File: config.mk
export PLATFORM = sky130hd
export DESIGN_NAME = div_iter_unit
export DESIGN_NICKNAME = d
export VERILOG_FILES = /design/src/rtl/div_iter_unit_pkg.sv /design/src/rtl/div_iter_unit_step.sv /design/src/rtl/div_iter_unit.sv
export SDC_FILE = /design/constraint.sdc
export NUM_CORES = 1
export LEC_CHECK = 0
export ABC_AREA = 1
export CORE_MARGIN = 8
export CORE_UTILIZATION = 63
export CTS_CLUSTER_DIAMETER = 80
export CTS_CLUSTER_SIZE = 25
export DETAILED_ROUTE_END_ITERATION = 10
export HOLD_SLACK_MARGIN = 0.02
export PLACE_DENSITY = 0.87
export SLEW_MARGIN = 15
export SYNTH_ARGS = -nofsm -noshare
export SYNTH_HDL_FRONTEND = slang
export SYNTH_SLANG_ARGS = --single-unit
File: constraint.sdc
create_clock -name clk -period 9.3 [get_ports clk]
set_clock_uncertainty 0.15 [all_clocks]
set_input_delay 2.79 -clock clk [delete_from_list [all_inputs] [get_ports clk]]
set_output_delay 2.79 -clock clk [all_outputs]
set_load 0.01 [all_outputs]
File: src/rtl/div_iter_unit_pkg.sv
// div_iter_unit_pkg: FSM state encodings and handshake constants for the iterative divider.
package div_iter_unit_pkg;

    typedef enum logic [1:0] {
        DivFree   = 2'b00,
        DivByZero = 2'b01,
        DivOn     = 2'b10,
        DivEnd    = 2'b11
    } div_state_t;

    localparam logic DivStart          = 1'b1;
    localparam logic DivStop           = 1'b0;
    localparam logic DivResultReady    = 1'b1;
    localparam logic DivResultNotReady = 1'b0;
    localparam logic [31:0] ZeroWord   = 32'h0;

endpackage

File: src/rtl/div_iter_unit_step.sv
// div_step: one combinational radix-2 restoring step over WIDTH+1 bits.
module div_step #(
    parameter int WIDTH = 32
) (
    input  logic [WIDTH:0]   partial,
    input  logic [WIDTH-1:0] divisor,
    output logic [WIDTH-1:0] rem_next,
    output logic             q
);

    logic [WIDTH:0] diff;

    // partial < 2*divisor, so a non-negative difference always fits WIDTH bits
    assign diff     = partial - {1'b0, divisor};
    assign q        = ~diff[WIDTH];
    assign rem_next = q ? diff[WIDTH-1:0] : partial[WIDTH-1:0];

endmodule

File: src/rtl/div_iter_unit.sv
// div_iter_unit: multi-cycle radix-2 restoring divider returning {remainder, quotient}.
// Optional DIV_EARLY_OUT_EN: finish after the first ON cycle when |dividend| < |divisor|.
module div_iter_unit
    import div_iter_unit_pkg::*;
#(
    parameter int WIDTH = 32
) (
    input  logic                 clk,
    input  logic                 rst,
    input  logic                 signed_div_i,
    input  logic [WIDTH-1:0]     opdata1_i,
    input  logic [WIDTH-1:0]     opdata2_i,
    input  logic                 start_i,
    input  logic                 annul_i,
    output logic [2*WIDTH-1:0]   result_o,
    output logic                 ready_o
);

    localparam int CW = $clog2(WIDTH);

    div_state_t state, state_n;
    logic [CW-1:0] cnt, cnt_n;
    logic sgn, sgn_n, neg_a, neg_a_n, neg_b, neg_b_n;
    logic [WIDTH-1:0] rem, rem_n, dvd, dvd_n, dvs, dvs_n;
    logic [WIDTH-1:0] rem_step, q_raw, r_raw, q_fix, r_fix, a_mag, b_mag;
    logic q_bit, early, by_zero, abort;
    logic [2*WIDTH-1:0] result_n;
    logic ready_n;

    div_step #(.WIDTH(WIDTH)) u_step (
        .partial  ({rem, dvd[WIDTH-1]}),
        .divisor  (dvs),
        .rem_next (rem_step),
        .q        (q_bit)
    );

`ifdef DIV_EARLY_OUT_EN
    assign early = (cnt == '0) && (dvd < dvs);
`else
    assign early = 1'b0;
`endif

    assign by_zero = opdata2_i == WIDTH'(ZeroWord);
    assign abort   = annul_i || start_i == DivStop;
    assign a_mag   = (signed_div_i && opdata1_i[WIDTH-1]) ? -opdata1_i : opdata1_i;
    assign b_mag   = (signed_div_i && opdata2_i[WIDTH-1]) ? -opdata2_i : opdata2_i;
    assign q_raw   = early ? '0 : {dvd[WIDTH-2:0], q_bit};
    assign r_raw   = early ? dvd : rem_step;
    // two's-complement negation also gives the wrap case (min / -1 = min)
    assign q_fix   = (sgn && (neg_a != neg_b)) ? -q_raw : q_raw;
    assign r_fix   = (sgn && neg_a) ? -r_raw : r_raw;

    always_comb begin
        state_n  = state;
        cnt_n    = cnt;
        sgn_n    = sgn;
        neg_a_n  = neg_a;
        neg_b_n  = neg_b;
        rem_n    = rem;
        dvd_n    = dvd;
        dvs_n    = dvs;
        result_n = result_o;
        ready_n  = ready_o;
        case (state)
            DivFree: begin
                if (start_i == DivStart && !annul_i) begin
                    sgn_n   = signed_div_i;
                    neg_a_n = signed_div_i & opdata1_i[WIDTH-1];
                    neg_b_n = signed_div_i & opdata2_i[WIDTH-1];
                    cnt_n   = '0;
                    rem_n   = '0;
                    dvd_n   = by_zero ? opdata1_i : a_mag;
                    dvs_n   = b_mag;
                    state_n = by_zero ? DivByZero : DivOn;
                end
            end
            DivByZero: begin
                state_n = abort ? DivFree : DivEnd;
                if (!abort) begin
                    ready_n  = DivResultReady;
                    result_n = {dvd, {WIDTH{1'b1}}};
                end
            end
            DivOn: begin
                if (abort) begin
                    state_n = DivFree;
                end else if (early || cnt == CW'(WIDTH - 1)) begin
                    state_n  = DivEnd;
                    ready_n  = DivResultReady;
                    result_n = {r_fix, q_fix};
                end else begin
                    rem_n = rem_step;
                    dvd_n = {dvd[WIDTH-2:0], q_bit};
                    cnt_n = cnt + 1'b1;
                end
            end
            DivEnd: begin
                if (start_i == DivStop) begin
                    state_n  = DivFree;
                    ready_n  = DivResultNotReady;
                    result_n = '0;
                end
            end
            default: state_n = DivFree;
        endcase
    end

    always_ff @(posedge clk) begin
        if (rst) begin
            state    <= DivFree;
            cnt      <= '0;
            sgn      <= 1'b0;
            neg_a    <= 1'b0;
            neg_b    <= 1'b0;
            rem      <= '0;
            dvd      <= '0;
            dvs      <= '0;
            result_o <= '0;
            ready_o  <= DivResultNotReady;
        end else begin
            state    <= state_n;
            cnt      <= cnt_n;
            sgn      <= sgn_n;
            neg_a    <= neg_a_n;
            neg_b    <= neg_b_n;
            rem      <= rem_n;
            dvd      <= dvd_n;
            dvs      <= dvs_n;
            result_o <= result_n;
            ready_o  <= ready_n;
        end
    end

endmodule

Word-level counts from Yosys, hierarchy flattened
Index checks and enable logic that the tools add are counted.
W data, S select, Z words.
{"block": "word_totals", "output_inout_bits": 65, "register_bits": 171, "word_cells": 82, "input_bits": 69}
{"block": "op_classes", "n_reduce_logical": 15, "muxes": 35, "bitwise": 4, "n_eq_ne": 12, "add_sub_neg": 6}
{"cell": "$mux W32", "count": 12}
{"cell": "$mux W64", "count": 4}
{"cell": "$pmux W64 S3", "count": 1}
{"cell": "$neg A32 Y32", "count": 4}
{"cell": "$pmux W32 S2", "count": 2}
{"cell": "$sub A33 B32 Y33", "count": 1}
{"cell": "$logic_not A32 Y1", "count": 1}
{"cell": "$mux W5", "count": 3}
{"cell": "$mux W2", "count": 6}
{"cell": "$ne A2 B2 Y1 const B", "count": 6}
{"cell": "$pmux W5 S2", "count": 1}
{"cell": "$pmux W2 S4", "count": 1}
{"cell": "$add A5 B1 Y5 const B", "count": 1}
{"cell": "$eq A5 B5 Y1 const B", "count": 1}
{"cell": "$logic_and A1 B1 Y1", "count": 5}
{"cell": "$reduce_and A5 Y1", "count": 1}
{"cell": "$eq A2 B2 Y1 const B", "count": 2}
{"cell": "$mux W1", "count": 4}
{"cell": "$reduce_and A4 Y1", "count": 1}
{"cell": "$ne A3 B3 Y1 const B", "count": 1}
{"cell": "$pmux W1 S3", "count": 1}
{"cell": "$reduce_and A3 Y1", "count": 1}
{"cell": "$reduce_bool A3 Y1", "count": 1}
{"cell": "$and A1 B1 Y1", "count": 2}
{"cell": "8 further kinds", "count": 9}

Logic depth before layout (Yosys ltp)
{"block": "logic_depth", "ltp_word": 7, "mapped_depth": 28, "ltp_nobuf": 27}

Cells and area by module
From an unflattened synthesis, not the netlist that was laid out.
{"block": "hier_totals", "cells_unflattened": 2393, "area_unflattened_um2": 13719.4}
{"module": "div_iter_unit", "seq_area_each_um2": 3423.3, "cells_per_inst": 1713, "area_per_inst_um2": 10568.9, "instances": 1}
{"module": "div_step", "seq_area_each_um2": 0.0, "cells_per_inst": 680, "area_per_inst_um2": 3150.5, "instances": 1}

Worst setup path after synthesis
OpenSTA, ideal clock, no wires.
{"block": "synth_path", "path_type": "in2reg", "start": "input opdata2_i[0]", "end": "register dvd[17]", "path_stages": 15, "t_arrival_ns": 4.832, "path_buffers": 1, "setup_time_ns": 0.132, "required_ns": 9.018, "setup_slack_ns": 4.186, "path_cell_list": "inv_1 > ha_1 > nand2_1 > nor3_1 > nand2_1 > nor3_2 > nand4_1 > nor3b_1 > nand4_1 > nand2_2 > buf_2 > nor2_1 > xor2_1 > o21ai_0 > a21oi_1"}
{"block": "synth_via", "elab_chain_len": 4}
{"element": "start, declared", "line_no": "div_iter_unit.sv:12", "rtl": "input logic [WIDTH-1:0] opdata2_i,"}
{"element": "$logic_not A32 Y1", "line_no": "div_iter_unit.sv:43", "rtl": "assign by_zero = opdata2_i == WIDTH'(ZeroWord);"}
{"element": "$mux W32", "line_no": "div_iter_unit.sv:72", "rtl": "dvd_n = by_zero ? opdata1_i : a_mag;"}
{"element": "$mux W32", "line_no": "div_iter_unit.sv:66", "rtl": "if (start_i == DivStart && !annul_i) begin"}
{"element": "$pmux W32 S2", "line_no": "div_iter_unit.sv:64", "rtl": "case (state)"}
{"element": "end signal, assigned", "line_no": "div_iter_unit.sv:127", "rtl": "dvd <= dvd_n;"}
{"element": "end, declared", "line_no": "div_iter_unit.sv:24", "rtl": "logic [WIDTH-1:0] rem, rem_n, dvd, dvd_n, dvs, dvs_n;"}
No other way between the ends. The select of a mux whose other input is x is not followed.
A chain may end at the register's enable or synchronous reset.

Worst setup path after layout
{"block": "layout_path", "start": "input opdata2_i[0]", "end": "register dvd[28]"}
The elaborated chain is that of the path after synthesis.

==> impl.org <==
** Floorplanning
- Count of boundary I/O pins :: 134
- Die area :: roughly 0.026 mm^2
- The initial utilization of the core area, before any placement, comes to 0.636.
- From bottom edge to top edge, the die measures about 160 um.
- The core region is approximately 0.021 mm^2.
- The floorplan has 53 rows.
- The die is roughly 160 um wide.

** Layout
- Final net count :: 2390
- FF/Latch Area :: between 0.003 and 0.004 mm^2
- Area added between synthesis and finish :: 15.0%
- Diodes inserted :: 0
- The layout has between 1500 and 2000 filler cells.
- In the final layout, the share of cells above drive strength 1 is 0.0629.
- Multi-input combinational cell area :: 0.00839 mm^2

** Drt
- The pre-antenna-repair detailed-routing pass consisted of 7 iterations.
- Remaining number of nets flagged by the antenna check after routing :: 0
- Detailed routing inserted a total of ~15000 vias.
- Wires add up to 46.3 mm.
- The first routing iteration left 1991 violations.
- After detailed routing, the number of remaining DRC violations is 0.
- Wire length per cell after detailed routing :: roughly 18 um
- In the routed layout, each cell is associated on average with a via count of just under 6.

** Synth
- Number of instances in the synthesized netlist :: 2205
- Compound-gate portion of the synthesized area :: 0.181
- Multiplexer share of the synthesized area :: 0
- Ranked by total cell area, the synthesized netlist is headed by dfxtp_1, nand2_1, a21oi_1.
- Largest family of logic cells by synthesized area :: simple AND/OR/NAND/NOR gates
- Top cell type's share of synthesized area :: 0.258
- Number of warning messages in the yosys log :: 0
- Share of synthesized flip-flops with an asynchronous set or reset :: 0
- By count the netlist is led by nand2_1, inv_1, a21oi_1.
- Synthesized netlist net count :: approximately 2300
- The synthesized design contains 171 register bits.
- The synthesized netlist contains 51 unique library cells.
- Average instance area after synthesis :: 6.03 um^2
- Flip-flop cell with the highest count after synthesis :: dfxtp_1
- Of the total synthesized cell area, the portion taken by XOR and XNOR cells is 0.0369.
- Top cell type by total area after synthesis :: dfxtp_1
- Simple-gate area share of the yosys netlist :: 0.370
- For this run, the register share of the synthesized area comes to 0.258.
- Post-synth EDFFs :: 0
- Cell Area, Synth :: 0.0133 mm^2
- By instance count, the leading cell after synthesis is nand2_1.
- Share of synthesized cell area in full adder, half adder and majority cells :: 0.0420

** Timing
- Derived from the worst setup path, the maximum achievable clock frequency is roughly 170 MHz.
- On the final layout, the worst hold slack is ~0.32 ns.
- Number of pins exceeding their max-slew limit in the final report :: 0
- In this run the tightest slew margin relative to its limit is 0.314.
- Setup violations remaining at the end of the flow were counted as 0.
- After routing, the total negative slack on setup checks comes to 0 ns.
- Number of failing hold endpoints at the final stage :: 0
- Setup repair after global routing missed its margin :: false
- The routed design could run at a clock period as short as 6.02 ns.
- Ratio of final minimum period to clock period :: 0.648
- For the pin with the worst max-slew slack, the measured transition is 1.03 ns.
- Once routing completed, OpenROAD measured the worst setup slack at 3.28 ns.

** Global routing
- For this run, global-route usage on met2 was measured as 0.510.
- In the global route stage, met1 resource usage came out at 0.472.
- The layer flagged by global routing as most heavily used is met2.
- GR met3 Demand/Resource :: 0.0792
- For this run the aggregate overflow at the end of global routing stands at 0.
- Pin count of the biggest net entering global routing :: 98
- The via count of the first global-routing pass was 13819.
- For this run, the total global-route usage over all layers was measured as 0.345.
- The first global-routing pass estimated roughly 73 mm of wire.
- The initial antenna violation count was 0.

** Setup path
- Largest fanout of any net on the critical path :: 25
- Required arrival time at the worst endpoint :: 9.44 ns
- The worst setup path is captured at a flip-flop.
- Path type of the worst setup path :: input pin to flip-flop
- Data arrives at the worst endpoint at around 6.2 ns.
- The worst setup path is launched from an input pin.

** Clock tree
- Post-CTS timing repair inserted 0 buffers for setup.
- Post-CTS Resized :: 0
- CTS tree :: built
- Number of clock sinks seen by CTS :: around 170
- Number of hold buffers added after CTS :: 0
- For the worst-skew pair, the clock arrives at the later sink with an insertion delay of between 0.4 and 0.5 ns.
- Clock root buffer :: clkbuf_16
- Clock-pin slew was measured on the worst setup and hold paths at 0.08 ns.
- Counting along the longest clock path gives a buffer depth of 2.
- Cts bufs inserted :: 17
- The H-tree was split into 4 levels.

** Min path
- Class of the tightest hold or removal check :: flip-flop to flip-flop

** Place
- The congestion estimate from routability-driven global placement came to 1.03.
- Prior to clock tree synthesis, the placed netlist has a worst setup slack of 2.94 ns.
- Count of port buffers added during placement :: 133
- Detailed placement HPWL :: approximately 35 mm

** Status
- Outcome :: finished, final reports clean

** Power and ir drop
- Leakage power :: around 7.3 nW
- Worst voltage drop across the vdd grid :: approximately 0.26 mV
- In this run the power density over the cells is between 200 and 300 mW/mm^2.

** Job
- The tool flagged a number of max-cap violations equal to 0.
layer usage:
layer	vias up	routed length (um)
met3	131	5300
met5	-	0
met2	919	19600
li1	7295	-
met1	6932	19600
met4	0	1800
placed cells by master (no fill, tap or decap), types with 5 or more instances in the layout:
cell,count
nor4_1,9
nor2_2,14
o211ai_1,23
nand2_1,591
inv_1,279
nand3b_1,6
xnor2_1,13
nand3_2,5
dfxtp_1,171
a31oi_1,22
clkbuf_16,17
clkdlybuf4s50_1,132
o21bai_1,6
nor3_1,33
nand3_1,146
clkinv_8,6
xor2_1,43
nand4_1,36
nand2_4,9
nor2_1,203
nor2_4,5
or2_2,5
nand2_2,28
o21ai_1,17
o221ai_1,9
inv_2,12
o21ai_0,127
buf_4,12
ha_1,42
a21oi_1,221
through the flow:
step / utilization / cells / total power [W] / instance area, um^2
4_1_cts: 0.732 / 2565 / 0.00384 / 15300
2_1_floorplan: - / 2205 / 0.00236 / 13300
3_3_place_gp: 0.702 / 2533 / 0.00306 / 14700
3_5_place_dp: 0.702 / 2533 / 0.00310 / 14700
5_1_grt: 0.732 / 2565 / 0.00414 / 15300
6_report: 0.732 / 2565 / 0.00391 / 15300
sequential cells by signal, indices dropped and copies added (netlist names):
signal and flops:
result_o 64, dvd 32, dvs 32, rem 32
cnt 5, state 2, neg_a 1, neg_b 1
ready_o 1, sgn 1
power breakdown:
group | switching, W | internal, W | total [W]
clock network | 0.000373 | 0.000368 | 0.000740
logic | 0.00135 | 0.000714 | 0.00207
registers | 0.000177 | 0.000920 | 0.00110
final timing paths:
path                startpoint      endpoint  slack, ns  cells past startpoint
setup / recovery  opdata2_i[0]       dvd[28]       3.28                     16
hold / removal         dvs[31]       dvs[31]       0.32                      2
setup reg to reg       dvd[31]  result_o[16]       4.58                     27
hold reg to reg        dvs[31]       dvs[31]       0.32                      2
area by class of cell:
cell class | instances | area share
multi-input combinational | 1649 | 0.549
sequential | 171 | 0.224
clock inverter | 15 | 0.0124
tap | 275 | 0.0225
clock buffer | 17 | 0.0278
timing repair buffer | 145 | 0.0926
inverter | 293 | 0.0719
kinds of logic after synthesis:
kind of cell,after synthesis
flip-flops,171
AND/OR/NAND/NOR,1108
AO/OA/AOI/OAI,441
buffers and inverters,385
XOR/XNOR,56
adder cells (fa/ha/maj),44
critical path, stage by stage:
cell and delay (ns):
clkdlybuf4s50_1 0.44, inv_1 0.11, ha_1 0.18, nand2_1 0.08
nor3_1 0.27, nand2_1 0.13, nor3_2 0.24, nand4_1 0.19
nor3b_1 0.31, nand4_1 0.29, nand2_2 0.48, inv_2 0.20
nand3_1 0.12, nand2_1 0.05, o21ai_0 0.16, a21oi_1 0.09
Power figures use the tool's default switching activity.
